## config.mk

```make
export PLATFORM = sky130hd
export DESIGN_NAME = kernel_ctrl
export DESIGN_NICKNAME = d
export VERILOG_FILES = /design/src/rtl/kernel_pkg.sv /design/src/rtl/skew_buffer.sv /design/src/rtl/kernel_ctrl.sv
export SDC_FILE = /design/constraint.sdc
export NUM_CORES = 1
export LEC_CHECK = 0
export ABC_AREA = 1
export CAP_MARGIN = 15
export CORE_AREA = 2 2 156 158
export CTS_CLUSTER_DIAMETER = 150
export CTS_CLUSTER_SIZE = 24
export DETAILED_ROUTE_END_ITERATION = 12
export DIE_AREA = 0 0 158 160
export PLACE_DENSITY_LB_ADDON = 0.1
export SLEW_MARGIN = 20
export SYNTH_ARGS = -nofsm -noshare
export SYNTH_HDL_FRONTEND = slang
export SYNTH_SLANG_ARGS = --single-unit
```

## constraint.sdc

```tcl
create_clock -name i_clk -period 18.75 [get_ports i_clk]
set_clock_uncertainty 0.05 [all_clocks]
set_input_delay 1.875 -clock i_clk [delete_from_list [all_inputs] [get_ports i_clk]]
set_output_delay 1.875 -clock i_clk [all_outputs]
set_load 0.005 [all_outputs]
```

## src/rtl/kernel_pkg.sv

```systemverilog
// Shared types and helpers for the systolic kernel sequencer.
// Imported by kernel_ctrl and its skew buffer.
package kernel_pkg;

   localparam int DEF_BITWIDTH = 16;

   typedef enum logic [2:0] {
      S_IDLE,
      S_LOAD_W,
      S_STREAM,
      S_DRAIN,
      S_DONE
   } kctrl_state_t;

   // Cycles from row-0 element entering the kernel to its result appearing.
   function automatic int res_lat(input int width, input int height);
      return width + height;
   endfunction

endpackage

```

## src/rtl/skew_buffer.sv

```systemverilog
// Triangular delay line: lane i of the input vector is delayed by i cycles
// so the kernel sees the classic systolic diagonal wavefront.
module skew_buffer
   import kernel_pkg::*;
#(
   parameter int HEIGHT   = 5,
   parameter int BITWIDTH = DEF_BITWIDTH
) (
   input  logic                       i_clk,
   input  logic                       i_rst,
   input  logic [HEIGHT*BITWIDTH-1:0] i_data,
   output logic [HEIGHT*BITWIDTH-1:0] o_data
);

   for (genvar i = 0; i < HEIGHT; i++) begin : g_lane
      if (i == 0) begin : g_pass
         assign o_data[BITWIDTH-1:0] = i_data[BITWIDTH-1:0];
      end else begin : g_dly
         logic [BITWIDTH-1:0] sr [i];

         // NOTE: these small delay arrays are reset so the kernel sees zeros,
         // not stale data, after a reset or abort; large RAMs would not be.
         always_ff @(posedge i_clk or posedge i_rst) begin
            if (i_rst) begin
               for (int k = 0; k < i; k++) sr[k] <= '0;
            end else begin
               sr[0] <= i_data[i*BITWIDTH +: BITWIDTH];
               for (int k = 1; k < i; k++) sr[k] <= sr[k-1];
            end
         end

         assign o_data[i*BITWIDTH +: BITWIDTH] = sr[i-1];
      end
   end

endmodule

```

## src/rtl/kernel_ctrl.sv

```systemverilog
// Sequencer for one WIDTHxHEIGHT systolic kernel: weight/bias load, skewed
// data streaming with bubble insertion, drain, and result-valid tracking.
module kernel_ctrl
   import kernel_pkg::*;
#(
   parameter int WIDTH    = 5,
   parameter int HEIGHT   = 5,
   parameter int BITWIDTH = DEF_BITWIDTH,
   parameter int RES_LAT  = res_lat(WIDTH, HEIGHT),
   parameter int CNT_W    = 16
) (
   input  logic                       i_clk,
   input  logic                       i_rst,
   input  logic                       i_start,
   input  logic [CNT_W-1:0]           i_num_vec,
   input  logic                       i_w_valid,
   output logic                       o_w_ready,
   input  logic [WIDTH*BITWIDTH-1:0]  i_w_row,
   input  logic [BITWIDTH-1:0]        i_bias,
   input  logic                       i_d_valid,
   output logic                       o_d_ready,
   input  logic [HEIGHT*BITWIDTH-1:0] i_d_vec,
   output logic                       o_loading_weight,
   output logic [WIDTH*BITWIDTH-1:0]  o_weight,
   output logic [BITWIDTH-1:0]        o_bias,
   output logic [HEIGHT*BITWIDTH-1:0] o_data,
   output logic                       o_res_valid,
   output logic                       o_busy,
   output logic                       o_done
);

   localparam int VP_D = RES_LAT + HEIGHT;
   localparam int WC_W = $clog2(HEIGHT + 1);

   kctrl_state_t               state, state_nxt;
   logic [CNT_W-1:0]           num_vec_q;
   logic [CNT_W-1:0]           acc_cnt;
   logic [WC_W-1:0]            w_cnt;
   logic [BITWIDTH-1:0]        bias_q;
   logic [HEIGHT*BITWIDTH-1:0] in_reg;
   logic [VP_D-1:0]            vpipe;

   logic w_hs;
   logic d_hs;
   logic last_w;
   logic last_d;

   assign o_w_ready = (state == S_LOAD_W);
   assign o_d_ready = (state == S_STREAM) && (acc_cnt < num_vec_q);
   assign o_busy    = (state != S_IDLE);
   assign o_done    = (state == S_DONE);

   assign w_hs   = i_w_valid && o_w_ready;
   assign d_hs   = i_d_valid && o_d_ready;
   assign last_w = w_hs && (w_cnt == WC_W'(HEIGHT - 1));
   assign last_d = d_hs && ((acc_cnt + 1'b1) == num_vec_q);

   // The kernel shifts weights only on a real handshake; bias stays visible
   // afterwards so the kernel keeps the value that arrived with the last row.
   assign o_loading_weight = w_hs;
   assign o_weight         = w_hs ? i_w_row : '0;
   assign o_bias           = w_hs ? i_bias : bias_q;
   assign o_res_valid      = vpipe[VP_D-1];

   // NOTE: every always_comb output gets a default first so no path leaves it
   // unassigned, which would otherwise infer a latch.
   always_comb begin
      state_nxt = state;
      case (state)
         S_IDLE:   if (i_start) state_nxt = S_LOAD_W;
         S_LOAD_W: if (last_w) state_nxt = (num_vec_q == '0) ? S_DRAIN : S_STREAM;
         S_STREAM: if (last_d) state_nxt = S_DRAIN;
         S_DRAIN:  if (vpipe == '0) state_nxt = S_DONE;
         S_DONE:   state_nxt = S_IDLE;
         default:  state_nxt = S_IDLE;
      endcase
   end

   // NOTE: sequential state uses non-blocking assignments so every register
   // samples pre-edge values regardless of statement order.
   always_ff @(posedge i_clk or posedge i_rst) begin
      if (i_rst) begin
         state     <= S_IDLE;
         num_vec_q <= '0;
         acc_cnt   <= '0;
         w_cnt     <= '0;
         bias_q    <= '0;
         in_reg    <= '0;
         vpipe     <= '0;
      end else begin
         state  <= state_nxt;
         vpipe  <= {vpipe[VP_D-2:0], d_hs};
         // Cycles without a handshake inject an all-zero bubble.
         in_reg <= d_hs ? i_d_vec : '0;
         if (w_hs) bias_q <= i_bias;
         if (state == S_IDLE && i_start) begin
            num_vec_q <= i_num_vec;
            acc_cnt   <= '0;
            w_cnt     <= '0;
         end
         if (w_hs) w_cnt <= w_cnt + 1'b1;
         if (d_hs) acc_cnt <= acc_cnt + 1'b1;
      end
   end

   skew_buffer #(
      .HEIGHT   (HEIGHT),
      .BITWIDTH (BITWIDTH)
   ) u_skew (
      .i_clk  (i_clk),
      .i_rst  (i_rst),
      .i_data (in_reg),
      .o_data (o_data)
   );

endmodule
```

; Word level (Yosys, flattened, before mapping)
; Cells that the tools add are included.
[op_classes]
reduce_logical = 13
addsub = 2
eq_ne = 10
n_mux = 13
order_cmp = 1
[op_table]
columns = cell, count
row1 = 80-bit two-way mux, 2
row2 = 16-bit two-way mux, 3
row3 = 3-bit two-way mux, 6
row4 = 16-bit by 1-bit adder with 16-bit output (second input constant), 1
row5 = 16-bit == test, 1
row6 = 16-bit zero test, 1
row7 = 16-bit less-than comparator, 1
row8 = 15-bit zero test, 1
row9 = 3-bit case mux with 4 select lines, 1
row10 = 3-bit by 2-bit == test with 1-bit output (second input constant), 2
row11 = 3-bit == test (second input constant), 2
row12 = 1-bit logical AND, 6
row13 = 2-bit != test (second input constant), 3
row14 = 4-bit AND reduction, 1
row15 = 2-bit nonzero test, 2
row16 = 3-bit by 1-bit adder with 3-bit output (second input constant), 1
row17 = 3-bit by 1-bit == test with 1-bit output (second input constant), 1
row18 = 3-bit zero test, 1
row19 = 3-bit nonzero test, 1
row20 = 2-bit by 1-bit != test with 1-bit output (second input constant), 1
row21 = 1-bit two-way mux, 1
[totals]
output_inout_bits = 182
ff_bits = 309
inputBits = 197

; Depth between registers and ports, before layout
[logic_depth]
word_depth = 6
ltp_mapped = 16

; Modules after synthesis
; A second synthesis with hierarchy kept.
[hier_totals]
hier_cells = 1099
area_unflattened_um2 = 11496.0
[modules_own_cells]
columns = mod, cells_per_inst, area_per_inst_um2, n_inst, seq_area_each_um2
row1 = kernel_ctrl, 874, 7008.0, 1, 3728.6
row2 = skew_buffer, 225, 4488.1, 1, 4003.8

; Worst setup path before layout
; Ideal clock, no wire load.
[synth_timing]
kind = input -> output
start = input i_w_valid
end = output o_weight[69]
setup_slack_ps = 14224
cell_stages = 6
arrival_time_ps = 2601
n_path_buf = 2
cell_sequence = inv_1 > nor2_1 > inv_2 > buf_2 > buf_1 > nor2_1
[synth_between]
elab_chain_len = 2
[synth_lines]
columns = element, line_no
row1 = start: declaration, kernel_ctrl.sv:16  ; input logic i_w_valid,
row2 = 1-bit logical AND, kernel_ctrl.sv:53  ; assign w_hs = i_w_valid && o_w_ready;
row3 = 80-bit two-way mux, kernel_ctrl.sv:61  ; assign o_weight = w_hs ? i_w_row : '0;
row4 = end: declaration, kernel_ctrl.sv:24  ; output logic [WIDTH*BITWIDTH-1:0] o_weight,
; No other way between the ends.

; Worst setup path in the final report
[layout_timing]
start = input i_w_valid
end = output o_weight[24]
; Same word-level chain as after synthesis.

==> impl_results.md <==
* TritonCTS Buffers at 16
* Max_cap viols at 0
* Syn_nets at ~1300
* Crit Path Category: in2out
* H-tree Lvls at 1
* Mean Syn Cell Area at 10.4 µm²
* Crit path required time at roughly 17000 ps
* Post-route clock period utilization at 0.335
* Actual slew at the worst max-slew pin at 997 ps
* Top Metal Used: met5
* Reg clk slew, reported paths at 100 ps
* TNS Setup at 0 ps
* # setup viols final at 0
* Synthesis-to-finish area growth at 35.7%
* Die area at 25300 µm²
* M1 WL at about 12000 µm
* Final nets at ~1600
* Total power at 1.79 mW
* Setup Buffers After CTS at 0
* GRT overflow at 0
* Width of the chip at 158 µm
* First-pass GRT wire length at 43900 µm
* Initial Util at 0.480
* Vias per cell at between 4 and 5
* Port buffer count at 378
* CTS tree: built
* Critical path peak fanout at 86
* Routability cong. at 0.937
* Worst setup margin at between 10000 and 15000 ps
* Maximum buffer depth of the clock tree at 3
* Final number of hold-violating endpoints at 0
* Final wirelength at 29000 µm
* Num Clock Sinks at 309
* FP Rows at 57
* Hold buffer count at CTS at 0
* Final ANT Viol Nets at 0
* Core area at about 24000 µm²
* Hold_ws at 291 ps
* Yosys reg bits at 309
* Die H at 160 µm
* Synth unique cells at 32
* Root Buffer: clkbuf_16
* Hold WC Path Type: reg2reg
* DR DRC count at 0
* Vias in the first global route at 7734
* Slew headroom at 0.335
* Total GRT Usage at 0.230
* Crit path launch type: primary input
* Fin crit period at between 6000 and 7000 ps
* Crit end category: primary output
* Initial DRC Count at between 500 and 600
* Peak VDD IR at a little over 0.07 mV
* Syn Inst Count at 1100
* Pins Over Slew Limit at 0
* Met3 wire length at 2540 µm
* Total number of vias at 7871
* DP HPWL at ~22000 µm
* RSZ-0062 raised after global routing: no
* Fmax at 0.159 GHz
* Initial antenna violation count at 2
* Syn Std Cell Area at between 10000 and 15000 µm²
* Wire per inst at 16.7 µm
* Number of flip-flops in the largest register at 112
* Layout cells sized above 1 at 0.0390
* Pwr Density at roughly 110 nW/µm²
* Largest net degree at the start of global routing at 173
* Worst EP arrival at 4350 ps
* I/O pins at 379
* Post-Place Setup Slack at roughly 12000 ps
* Drt pass-1 iters at 5
* Yosys warns at 0
* Antenna cell count at 0
* Status: finished, final reports clean
* Worst-Skew Late Latency at 500 ps
* Post-synthesis sequential area ratio at 0.676
* Leak at 8.00 nW
* Post_cts resized at 0
* Metal2 WL at 13500 µm
==> cells in the final DEF (no fill, tap or decap) <==
master | netlist | routed
nand3_2 | 2 | 2
inv_2 | 5 | 4
o21bai_1 | 1 | 1
nor2_4 | 4 | 4
nor3_2 | 1 | 1
clkbuf_16 | 0 | 17
a31oi_1 | 1 | 1
o22ai_1 | 6 | 6
dfrtp_1 | 309 | 309
xnor3_1 | 1 | 1
o21ai_1 | 4 | 4
clkinv_2 | 0 | 2
ha_1 | 19 | 19
nand3_1 | 40 | 40
nand3b_1 | 1 | 1
nor2_1 | 192 | 191
or2_2 | 2 | 2
nand2_1 | 126 | 126
nor2_2 | 9 | 10
nor3_1 | 3 | 3
nand2_2 | 6 | 6
o21ai_0 | 15 | 15
buf_4 | 66 | 4
buf_12 | 0 | 1
inv_1 | 213 | 212
xor2_1 | 2 | 2
nand2_4 | 1 | 1
clkdlybuf4s50_1 | 0 | 378
nand4_1 | 13 | 13
nor4_1 | 5 | 5
o211ai_1 | 2 | 2
a21oi_1 | 26 | 26
xnor2_1 | 1 | 1
inv_8 | 0 | 1
==> worst max-delay path: stages <==
cell             delay, ps
clkdlybuf4s50_1        460
inv_1                   40
nor2_2                  90
buf_4                  330
clkinv_2               250
buf_4                  420
nor2_1                 250
clkdlybuf4s50_1        580
==> metal layers <==
layer  track usage  vias to the layer above
met5             0                        -
met4        0.0381                        4
met3        0.0776                       44
met2         0.365                      276
met1         0.316                     3751
li1              -                     3796
==> cell type report <==
type / count / area (µm²)
well taps: 324 / 405
flip-flops and latches: 309 / 7730
repair buffers: 383 / 3830
clock buffers: 17 / 425
fillers: 1966 / 8290
inverters: 218 / 827
clock inverters: 1 / 5.00
multi-input cells: 483 / 2300
==> cells in the mapped netlist, drive strengths merged <==
| library cell | count | area share |
|---|---|---|
| ha | 19 | 0.021 |
| inv | 218 | 0.072 |
| clkbuf | 19 | 0.0062 |
| a31oi | 1 | 0.00055 |
| nor2 | 205 | 0.072 |
| a21oi | 26 | 0.011 |
| xnor3 | 1 | 0.0020 |
| dfrtp | 309 | 0.68 |
| xor2 | 2 | 0.0015 |
| nand3 | 42 | 0.019 |
| xnor2 | 1 | 0.00077 |
| nor4 | 5 | 0.0027 |
| nand3b | 1 | 0.00066 |
| o21ai | 19 | 0.0083 |
| or2 | 2 | 0.0011 |
| nor3 | 4 | 0.0022 |
| nand2 | 133 | 0.046 |
| o22ai | 6 | 0.0033 |
| nand4 | 13 | 0.0071 |
| buf | 71 | 0.045 |
| o21bai | 1 | 0.00066 |
| o211ai | 2 | 0.0013 |
==> where the power goes <==
group          switching (mW)  leakage, nW  internal, mW
registers              0.0797         4.14         0.831
clock network           0.198        0.213         0.163
logic                   0.262         3.65         0.252
total                   0.540         8.00          1.25
==> through the flow <==
step | cells | util | instance area (µm²)
final | 1735 | 0.652 | 15500
after global placement | 1717 | 0.634 | 15100
after floorplan | 1100 | - | 11400
after global routing | 1735 | 0.652 | 15500
after CTS | 1735 | 0.652 | 15500
after detailed placement | 1717 | 0.634 | 15100
==> path summary, 6_finish.rpt <==
path                                   startpoint                                     end  slack [ps]  depth (start not counted)
max in group asynchronous                   i_rst             u_skew.o_data[40]$_DFF_PP0_       15400                          3
setup / recovery                        i_w_valid                            o_weight[24]       12470                          8
setup reg to reg           acc_cnt[1]$_DFFE_PP0P_                 acc_cnt[10]$_DFFE_PP0P_       14970                         12
hold reg to reg              in_reg[21]$_DFF_PP0_  u_skew.g_lane[1].g_dly.sr[5]$_DFF_PP0_         290                          0
hold / removal               in_reg[21]$_DFF_PP0_  u_skew.g_lane[1].g_dly.sr[5]$_DFF_PP0_         290                          0
min in group asynchronous                   i_rst               num_vec_q[11]$_DFFE_PP0P_        1890                          2
==> kinds of logic (layout without fill, tap and decap cells) <==
group / after synthesis / in the layout / synth area share
AO/OA/AOI/OAI: 55 / 55 / 0.0255
adder cells (fa/ha/maj): 19 / 19 / 0.0208
flip-flops: 309 / 309 / 0.676
XOR/XNOR: 4 / 4 / 0.00427
AND/OR/NAND/NOR: 405 / 405 / 0.150
buffers and inverters: 308 / 619 / 0.123
No activity file was read; power rests on OpenSTA's default activity.
